File: src/rtl/half_adder_pkg.sv
// Shared constants and helpers for the half adder slice.
package half_adder_pkg;

  // Default width of the event counters.
  localparam int unsigned CNT_W_DEFAULT = 16;

  // Largest value a counter of the given width can hold (2^width - 1).
  // Computed at 64 bits so it also works for widths up to 64.
  function automatic logic [63:0] sat_max(input int unsigned width);
    if (width >= 64) begin
      return '1;
    end
    return (64'd1 << width) - 64'd1;
  endfunction

endpackage

File: src/rtl/ha_sat_counter.sv
// Saturating up-counter with synchronous clear and asynchronous active-high reset.
// clr wins over inc, so a sample arriving in the clear cycle is not counted.
module ha_sat_counter
  import half_adder_pkg::*;
#(
  parameter int unsigned CNT_W = CNT_W_DEFAULT
) (
  input  logic             clk,
  input  logic             rst,
  input  logic             inc,
  input  logic             clr,
  output logic [CNT_W-1:0] count
);

  localparam logic [CNT_W-1:0] CntMax = CNT_W'(sat_max(CNT_W));

  logic [CNT_W-1:0] count_d;
  logic [CNT_W-1:0] count_q;

  // Next count: clear first, then increment unless already pinned at the maximum.
  always_comb begin
    count_d = count_q;
    if (clr) begin
      count_d = '0;
    end else if (inc && (count_q != CntMax)) begin
      count_d = count_q + 1'b1;
    end
  end

  // Count register, cleared immediately on reset.
  always_ff @(posedge clk or posedge rst) begin
    if (rst) begin
      count_q <= '0;
    end else begin
      count_q <= count_d;
    end
  end

  assign count = count_q;

endmodule

File: src/rtl/half_adder.sv
// Half adder with a combinational result, a registered copy of the last accepted
// sample, and two saturating event counters (all samples, samples producing a carry).
module half_adder
  import half_adder_pkg::*;
#(
  parameter int unsigned CNT_W = CNT_W_DEFAULT
) (
  input  logic             clk,
  input  logic             rst,
  input  logic             a,
  input  logic             b,
  input  logic             in_valid,
  input  logic             clr,
  output logic             sum,
  output logic             carry,
  output logic             sum_q,
  output logic             carry_q,
  output logic             out_valid,
  output logic [CNT_W-1:0] sample_cnt,
  output logic [CNT_W-1:0] carry_cnt
);

  logic sum_d;
  logic carry_d;

  // Pure combinational half add; does not depend on clock, reset or qualifiers.
  always_comb begin
    sum   = a ^ b;
    carry = a & b;
  end

  // Result registers load only on an accepted sample and otherwise hold.
  always_comb begin
    sum_d   = sum_q;
    carry_d = carry_q;
    if (in_valid) begin
      sum_d   = sum;
      carry_d = carry;
    end
  end

  // Registered result and valid; reset drops any in-flight out_valid pulse.
  always_ff @(posedge clk or posedge rst) begin
    if (rst) begin
      sum_q     <= 1'b0;
      carry_q   <= 1'b0;
      out_valid <= 1'b0;
    end else begin
      sum_q     <= sum_d;
      carry_q   <= carry_d;
      out_valid <= in_valid;
    end
  end

  ha_sat_counter #(
    .CNT_W (CNT_W)
  ) u_sample_cnt (
    .clk   (clk),
    .rst   (rst),
    .inc   (in_valid),
    .clr   (clr),
    .count (sample_cnt)
  );

  ha_sat_counter #(
    .CNT_W (CNT_W)
  ) u_carry_cnt (
    .clk   (clk),
    .rst   (rst),
    .inc   (in_valid & carry),
    .clr   (clr),
    .count (carry_cnt)
  );

endmodule

File: config.mk
export PLATFORM = sky130hd
export DESIGN_NAME = half_adder
export DESIGN_NICKNAME = d
export VERILOG_FILES = /design/src/rtl/half_adder_pkg.sv /design/src/rtl/ha_sat_counter.sv /design/src/rtl/half_adder.sv
export SDC_FILE = /design/constraint.sdc
export NUM_CORES = 1
export LEC_CHECK = 0
export BUFFER_PORTS_ARGS = -buffer_cell sky130_fd_sc_hd__buf_2
export CAP_MARGIN = 10
export CORE_MARGIN = 1.5
export CORE_UTILIZATION = 45
export CTS_CLUSTER_SIZE = 16
export DETAILED_ROUTE_END_ITERATION = 10
export PLACE_DENSITY = 0.68
export SKIP_CTS_REPAIR_TIMING = 1
export SYNTH_ARGS = -nofsm -noshare
export SYNTH_HDL_FRONTEND = slang
export SYNTH_HIERARCHICAL = 1
export SYNTH_SLANG_ARGS = --single-unit
File: constraint.sdc
create_clock -name clk -period 2.5 [get_ports clk]
set_clock_uncertainty 0.2 [all_clocks]
set_input_delay 0.5 -clock clk [delete_from_list [all_inputs] [get_ports clk]]
set_output_delay 0.5 -clock clk [all_outputs]
set_load 0.02 [all_outputs]
==> metrics.md, run 1 <==
| Metric | Value |
|---|---|
| Synth unique cells | 30 |
| Final worst path period need | around 2.1 ns |
| Synth top cells by count | dfrtp_1, a21oi_1, nand3_1 |
| Power per cell area | 458 nW/um2 |
| Core area | 4120 um2 |
| Area share of the largest cell type after synthesis | 0.441 |
| Die ar. | 4820 um2 |
| CP endpoint kind | flip-flop |
| Syn nets | about 220 |
| Part of the cycle the worst path needs | 0.846 |
| CTS tree | done |
| Final Max Tran Viols | 0 |
| Fraction of registers with async set/reset | 1.00 |
| WS Path Type | flip-flop to flip-flop |
| Remaining DRCs | 0 |
| DR iter-0 viols | about 150 |
| Cell chain of the critical path | nand4_1, or4_4, or4_1, a21oi_1 |
| Ys Warns | 6 |
| Vias | 1848 |
| Critical Path AT | 2.13 ns |
| Final WL | 4600 um |
| Peak VDD IR | 0.382 mV |
| Worst-path fanout max | 8 |
| Synth top area cells | dfrtp_1, a21oi_1, or4_1 |
| Ys flop type | dfrtp_1 |
| Initial core utilization | 0.483 |
| Final Non-Filler Cells | 309 |
| Leading area contributor after synthesis | dfrtp_1 |
| PnR Total Power | 1.07 mW |
| Maximum level of the CTS H-tree | 2 |
| Hold WS | roughly 0.31 ns |
| FMAX | about 0.47 GHz |
| Die X | 69.4 um |
| Most frequent cell after synthesis | dfrtp_1 |
| RSZ-0062 raised after global routing | false |
| Final nets | 267 |
| Post-synthesis sequential area ratio | 0.441 |
| Hold Vio Cnt, Final | 0 |
| Routed len/inst | 14.9 um |
| I/O pin cnt | 43 |
| First-pass GRT wire length | 7580 um |
| Port Buffers | 42 |
| Crit start category | flip-flop |
| Synth Register Bits | 35 |
| Syn Area/Cell | 9.46 um2 |
| First-pass DRT Iterations | 4 |
| Area Growth Syn to Fin | 18.2% |
| Run status | completed |
| Min-delay worst type | flip-flop to flip-flop |
| RePlAce Congestion | 0.789 |
| Layout cell share with drive strength beyond 1 | 0.270 |
| Clk_lat worst skew | 0.29 ns |
| Maxcap violations | 0 |
| Fillers | about 380 |
| Max incr delay on CP | 0.56 ns |
| Worst slack, placed | between 0.15 and 0.2 ns |
| Slowest cell on the critical path | or4_4 |
| Largest net degree at the start of global routing | 30 |
| Root buf cell | clkbuf_8 |
| Number of clock sinks | 35 |
| Worst slew margin | 0.567 |
| Die H | 69.4 um |
| Total GRT Usage | 0.193 |
| Post-synth EDFFs | 0 |
| Diode count | 0 |
| Final HPWL DP | 3160 um |
| Worst setup margin | 0.384 ns |
| LEAKAGE | approximately 1 nW |
| Setup violators final | 0 |
| Number of buffers created by CTS | 5 |
| Antenna violations before repair | 0 |
| TNS Setup | 0 ns |
| Vias in the first global route | 1629 |
| Clock transition at path regs | 0.08 ns |
| Cell Area, Synth | 1990 um2 |
| Clock buffer depth | 2 |
| ANT nets after route | 0 |
| Mapped Cells | 210 |
| Worst EP required | 2.51 ns |
| Site Rows | 23 |
| Avg Vias per Cell | ~6.0 |
| Tightest Pin Transition | 0.649 ns |
| Congestion Overflow GR | 0 |
| Inst Count DP | 300 |
## layer usage
metal / track usage / wire, um
met1: 0.271 / 2300
met2: 0.298 / 2080
met3: 0.0363 / 189
met4: 0.0654 / 28
met5: 0 / 0
## worst max-delay path: cells and delay by family (launching register included)
kind            cells  cell delay [ns]
compound gates      1             0.16
flops               1             0.49
simple gates        3             1.20
## path summary, 6_finish.rpt
| check | start | to | slack (ns) | cells after the start |
|---|---|---|---|---|
| max | u_carry_cnt/count[2] | u_carry_cnt/count[13] | 0.38 | 4 |
| min | sum_q | sum_q | 0.31 | 1 |
| max reg2reg | u_carry_cnt/count[2] | u_carry_cnt/count[13] | 0.38 | 4 |
| min reg2reg | sum_q | sum_q | 0.31 | 1 |
| max in group asynchronous | rst | u_carry_cnt/count[1] | 1.02 | 3 |
| min in group asynchronous | rst | out_valid | 0.43 | 3 |
## layout by cell type (no fill, tap or decap), types with 5 or more instances in the layout
cell	Yosys	final
nor2b_1	6	6
or4_1	12	12
or3_1	12	12
nor3_1	8	8
clkbuf_8	0	5
inv_1	7	7
dfrtp_1	35	35
nor4_1	6	6
mux2_2	6	6
nand4_1	8	8
buf_2	0	42
nand2_1	12	12
buf_4	2	6
nor2_1	6	6
o21ai_0	10	10
o31ai_1	10	10
a21oi_1	24	24
nand3_1	14	14
## logic make-up (layout without fill, tap and decap cells)
logic type | after synthesis | count (layout) | synth area share
multiplexers | 8 | 8 | 0.0441
AO/OA/AOI/OAI | 50 | 50 | 0.147
adder cells (fa/ha/maj) | 3 | 3 | 0.0189
buffers and inverters | 15 | 64 | 0.0384
AND/OR/NAND/NOR | 99 | 99 | 0.310
flip-flops | 35 | 35 | 0.441
## power breakdown
part | internal (mW) | total (mW) | leakage (nW) | switching, mW
logic | 0.0289 | 0.0830 | 0.481 | 0.0541
registers | 0.575 | 0.583 | 0.482 | 0.00815
clock network | 0.196 | 0.408 | 0.0422 | 0.212
total | 0.799 | 1.07 | 1.00 | 0.275
## layout make-up
| class | count | area, um2 | share of cell area |
|---|---|---|---|
| multi-input cells | 160 | 1040 | 0.441 |
| inverters | 7 | 26.3 | 0.0112 |
| repair buffers | 49 | 265 | 0.113 |
| flip-flops and latches | 35 | 876 | 0.373 |
| clock buffers | 7 | 76.3 | 0.0325 |
| clock inverters | 1 | 5.00 | 0.00213 |
| well taps | 50 | 62.6 | 0.0267 |
## through the flow
step,utilization,area (um2)
after global routing,0.570,2350
final,0.570,2350
after CTS,0.568,2340
after detailed placement,0.548,2260
after global placement,0.548,2260
after floorplan,-,1990
## flip-flops by register name, indices dropped and copies added (netlist names)
register,flops
u_carry_cnt/count,16
u_sample_cnt/count,16
carry_q,1
out_valid,1
sum_q,1
Power figures use the tool's default switching activity.
==> run 2, diff against run 1 <==
Settings changed: ABC_AREA from default to 1, PLACE_DENSITY 0.68 to 0.69.
Clock period 2.5 ns to 1.71 ns, I/O delays scaled along.
==> run 2 against run 1 <==
Effect of this change: global-route usage is 4.0 points higher; critical path type unchanged; final cell count is 60% higher; flip-flop and latch count stayed put; largest power group unchanged; routed wire length is 33% higher; area after synthesis is 15% higher; synthesized cell count is 59% higher; critical path depth is 5 higher; total power is 52% higher; register-to-register slack worse by 0.31 ns; via count is 32% higher; clock power is 46% higher.
==> metrics.md, run 2 <==
| Metric | Value |
|---|---|
| Run status | completed |
| Reg-to-reg setup timing slack | 0.07 ns |
| Initial core utilization | 0.475 |
| Synth unique cells | 25 |
| Final WL | 6090 um |
| Min-delay worst type | input port to flip-flop |
| Number of buffers created by CTS | 5 |
| Gate power share | 0.114 |
| Critical Path AT | 1.67 ns |
| Power per cell area | 525 nW/um2 |
| Worst slack, placed | 0.0216 ns |
| Fillers | around 470 |
| Vias in the first global route | 2076 |
| Final nets | 435 |
| Syn Area/Cell | between 6 and 7 um2 |
| Core area | 4820 um2 |
| Final worst path period need | 1.64 ns |
| First-pass DRT Iterations | 5 |
| Diode count | 0 |
| Int Power | 1.19 mW |
| Max incr delay on CP | 0.43 ns |
| ANT nets after route | 0 |
| Remaining DRCs | 0 |
| Most frequent cell after synthesis | nand2_1 |
| Worst Hold End | out_valid |
| Setup violators final | 0 |
| Vias | 2443 |
| FF+latch area | 883 um2 |
| Clock transition at path regs | 0.08 ns |
| Hold Vio Cnt, Final | 0 |
| Worst-path fanout max | 4 |
| Cell Area, Synth | 2290 um2 |
| PnR Total Power | 1.63 mW |
| Sw Pwr | ~0.44 mW |
| RePlAce Congestion | about 0.88 |
| DR iter-0 viols | 218 |
| Final core utilization | 0.645 |
| Final HPWL DP | around 4700 um |
| CTS tree | done |
| Synth Register Bits | 35 |
| Worst setup margin | 0.0736 ns |
| Syn nets | about 340 |
| Fraction of registers with async set/reset | 1.00 |
| Congestion Overflow GR | 0 |
| FMAX | 0.611 GHz |
| Critical hold path startpoint | in_valid |
| Part of the cycle the worst path needs | 0.957 |
| Peak VDD IR | 0.477 mV |
| WS Path Type | flip-flop to flip-flop |
| I/O pin cnt | 43 |
| Die X | 74.3 um |
| Reg2reg path depth | 9 |
| Hold WS | 0.0442 ns |
| Ys flop type | dfrtp_1 |
| Root buf cell | clkbuf_8 |
| Ys Warns | 6 |
| R2R Path End | u_sample_cnt/count[15] |
| Sw Ratio | 0.267 |
| Avg Vias per Cell | roughly 4.9 |
| Layout cell share with drive strength beyond 1 | 0.314 |
| Maximum level of the CTS H-tree | 2 |
| Antenna violations before repair | 0 |
| Site Rows | 25 |
| Number of clock sinks | 35 |
| RSZ-0062 raised after global routing | true |
| CP endpoint kind | flip-flop |
| Synth top cells by count | nand2_1, inv_1, dfrtp_1 |
| Cell chain of the critical path | ha_4, nand2_4, nor2_8, nand2_4, nor2_4, buf_4, nor3_1, nand2_1, nand2_1 |
| First-pass GRT wire length | 9800 um |
| RR Startpoint | u_sample_cnt/count[1] |
| Most common cell after layout, fill and taps aside | nand2_1 |
| Clock power share | 0.365 |
| Area share of the largest cell type after synthesis | 0.383 |
| Final Max Tran Viols | 0 |
| Area Growth Syn to Fin | 35.9% |
| Worst EP required | 1.74 ns |
| Most frequent cells in the layout | nand2_1, buf_4, buf_2 |
| Post-synthesis sequential area ratio | 0.383 |
| Worst slew margin | 0.781 |
| Total GRT Usage | 0.232 |
| LEAKAGE | 1.75 nW |
| Port Buffers | 42 |
| Hold depth | 1 |
| Maxcap violations | 0 |
| Post-synth EDFFs | 0 |
| Crit start category | flip-flop |
| Clock buffer depth | 2 |
| Tightest Pin Transition | 0.328 ns |
| Mapped Cells | 333 |
| Slowest cell on the critical path | dfrtp_2 |
| Routed len/inst | 12.3 um |
| Part of the power in registers | 0.521 |
| Area of the multi-input gates | between 1000 and 1500 um2 |
| Die ar. | 5520 um2 |
| Clk_lat worst skew | 0.29 ns |
| Leading area contributor after synthesis | dfrtp_1 |
| Largest net degree at the start of global routing | 17 |
| Die H | about 74 um |
| Synth top area cells | dfrtp_1, nand2_1, inv_1 |
## run 2: cell families after synthesis
family | share of synthesized area
and+or+nand+nor | 0.475
buffers and inverters | 0.0832
DFF | 0.383
AOI/OAI and AO/OA | 0.0159
xor gates and xnor gates | 0.0268
adders and majority gates | 0.0164
## run 2: final cells by class
type / instances / area share
Clock buffer: 5 / 0.0222
Multi-Input combinational cell: 252 / 0.414
Clock inverter: 3 / 0.00644
Sequential cell: 35 / 0.284
Tap cell: 67 / 0.0270
Timing Repair Buffer: 92 / 0.198
Inverter: 40 / 0.0483
## run 2: per-stage QoR
step	setup TNS (ns)	cells	instance area (um2)
final	0	494	3110
after global routing	-0.133	494	3110
after CTS	0	488	3010
after detailed placement	0	480	2920
after global placement	0	480	2920
after floorplan	-1.02	333	2330
## run 2: how the worst max path moves through the flow
stage | to | startpoint | cells after the start
2_1_floorplan | u_carry_cnt/count[12] | u_carry_cnt/count[1] | 10
3_3_place_gp | u_carry_cnt/count[0] | a | 10
3_5_place_dp | u_carry_cnt/count[9] | a | 10
4_1_cts | u_sample_cnt/count[8] | u_sample_cnt/count[1] | 10
5_1_grt | u_carry_cnt/count[1] | u_carry_cnt/count[14] | 9
6_report | u_sample_cnt/count[15] | u_sample_cnt/count[1] | 9
## run 2: layer usage
| layer | vias up | share of wire | global-route usage |
|---|---|---|---|
| met2 | 80 | 0.46 | 0.340 |
| met1 | 1124 | 0.47 | 0.357 |
| met4 | 0 | 0.0036 | 0.0626 |
| met3 | 2 | 0.058 | 0.0325 |
| li1 | 1237 | - | - |
| met5 | - | 0 | 0 |
## run 2: power groups by stage
stage	clock network, mW	registers [mW]	logic, mW
3_5_place_dp	0	0.864	0.179
4_1_cts	0.615	0.848	0.179
6_report	0.595	0.849	0.186
3_3_place_gp	0	0.865	0.176
5_1_grt	0.643	0.849	0.205
2_1_floorplan	0	0.882	0.0827
## run 2: worst max-delay path, delay by kind of cell, from the launching register on
family | cells | cell delay [ns]
simple gates | 7 | 0.66
buf+inv | 1 | 0.13
flops | 1 | 0.43
fa+ha+maj | 1 | 0.18
==> run 3, diff against run 2 <==
Settings changed: ABC_AREA 1 to 0, CTS_BUF_LIST from default to sky130_fd_sc_hd__clkbuf_8 sky130_fd_sc_hd__clkbuf_16, PLACE_DENSITY 0.69 to 0.71.
==> run 3 against run 2 <==
Effect of this change: the run now ends with negative setup slack left; first-iteration DRC count is 46% lower; global-route usage up 0.30 points; sequential share of layout area is 0.72 points lower; combinational power is 7% lower; setup slack got worse by 0.36 ns; critical path type unchanged; cell area up 5.5%.
==> metrics.md, run 3 (synthesized netlist as in run 1, its figures left out) <==
| Metric | Value |
|---|---|
| Run status | finished, violations left |
| Violated checks | negative setup slack |
| Worst slew margin | 0.690 |
| Peak VDD IR | 0.521 mV |
| Most frequent cells in the layout | buf_4, buf_2, dfrtp_2 |
| Tightest Pin Transition | 0.464 ns |
| Worst EP required | 1.73 ns |
| Worst setup margin | -0.287 ns |
| Worst-path fanout max | 4 |
| Die ar. | about 4800 um2 |
| Clock transition at path regs | 0.07 ns |
| Min-delay worst type | input port to flip-flop |
| Die H | around 69 um |
| RePlAce Congestion | 0.789 |
| Fillers | between 200 and 300 |
| Port Buffers | 42 |
| Core area | 4120 um2 |
| LEAKAGE | around 1.5 nW |
| RSZ-0062 raised after global routing | true |
| Antenna violations before repair | 0 |
| Most common cell after layout, fill and taps aside | buf_4 |
| Vias | 2219 |
| Avg Vias per Cell | 5.78 |
| Maximum level of the CTS H-tree | 2 |
| Layout cell share with drive strength beyond 1 | 0.638 |
| Final worst path period need | ~2 ns |
| Final Max Tran Viols | 0 |
| I/O pin cnt | 43 |
| Number of clock sinks | 35 |
| First-pass DRT Iterations | 4 |
| Area Growth Syn to Fin | 65.1% |
| CTS tree | done |
| Remaining DRCs | 0 |
| Largest net degree at the start of global routing | 24 |
| Final WL | 6150 um |
| Total GRT Usage | 0.235 |
| Final nets | 342 |
| Congestion Overflow GR | 0 |
| Clk_lat worst skew | 0.29 ns |
| CP endpoint kind | flip-flop |
| Die X | around 69 um |
| Setup violators final | 25 |
| WS Path Type | flip-flop to flip-flop |
| Site Rows | 23 |
| ANT nets after route | 0 |
| Hold Vio Cnt, Final | 0 |
| Final HPWL DP | 4170 um |
| FMAX | ~0.5 GHz |
| DR iter-0 viols | between 100 and 150 |
| Number of buffers created by CTS | 5 |
| Maxcap violations | 0 |
| Initial core utilization | 0.483 |
| First-pass GRT wire length | 9200 um |
| Root buf cell | clkbuf_8 |
| Power per cell area | 489 nW/um2 |
| Vias in the first global route | roughly 2100 |
| Crit start category | flip-flop |
| Routed len/inst | 16.0 um |
| Clock buffer depth | 2 |
| PnR Total Power | 1.60 mW |
| Part of the cycle the worst path needs | 1.17 |
| Critical Path AT | a little over 2 ns |
| Diode count | 0 |
| Worst slack, placed | -0.415 ns |
[run 3: worst max-delay path, cell delays in order, from the launching register on]
cell,delay [ns]
dfrtp_2,0.38
nand4_1,0.22
buf_4,0.21
or3_4,0.32
or4_1,0.44
a21oi_2,0.16
[run 3: per-layer routing]
metal / up-vias / part of all wire / routed length (um) / global-route usage
li1: 1057 / - / - / -
met1: 1087 / 0.45 / 2790 / 0.320
met2: 69 / 0.49 / 3020 / 0.377
met3: 6 / 0.047 / 292 / 0.0523
met4: 0 / 0.0075 / 46 / 0.0654
met5: - / 0 / 0 / 0
[run 3: final timing paths]
path | startpoint | endpoint | slack [ns] | depth (start not counted)
setup / recovery | u_carry_cnt/count[2] | u_carry_cnt/count[14] | -0.29 | 5
hold / removal | in_valid | out_valid | 0.12 | 2
setup reg to reg | u_carry_cnt/count[2] | u_carry_cnt/count[14] | -0.29 | 5
hold reg to reg | carry_q | carry_q | 0.31 | 1
max in group asynchronous | rst | u_sample_cnt/count[12] | 0.66 | 4
min in group asynchronous | rst | carry_q | 0.29 | 3
[run 3: area by class of cell]
class,instances,area [um2],area share
well taps,50,62.6,0.0191
repair buffers,124,858,0.262
multi-input cells,160,1340,0.409
clock inverters,3,12.5,0.00382
clock buffers,5,68.8,0.0210
inverters,7,26.3,0.00802
flip-flops and latches,35,908,0.277
[run 3: where the power goes]
group / total (mW) / internal, mW / switching (mW) / leakage (nW)
clock: 0.576 / 0.274 / 0.303 / 0.0505
sequential: 0.853 / 0.841 / 0.0115 / 0.439
combinational: 0.173 / 0.0748 / 0.0987 / 1.01
[run 3: metrics by stage]
step                hold slack, ns  cells  TNS (ns)   util  area [um2]
floorplan                   -0.104    210     -3.09      -        2130
global placement            0.0310    365     -3.91  0.694        2860
detailed placement          0.0409    365     -4.65  0.694        2860
CTS                         -0.279    373     -4.06  0.714        2940
global route                 0.129    384     -4.58  0.797        3280
finish                       0.118    384     -2.91  0.797        3280
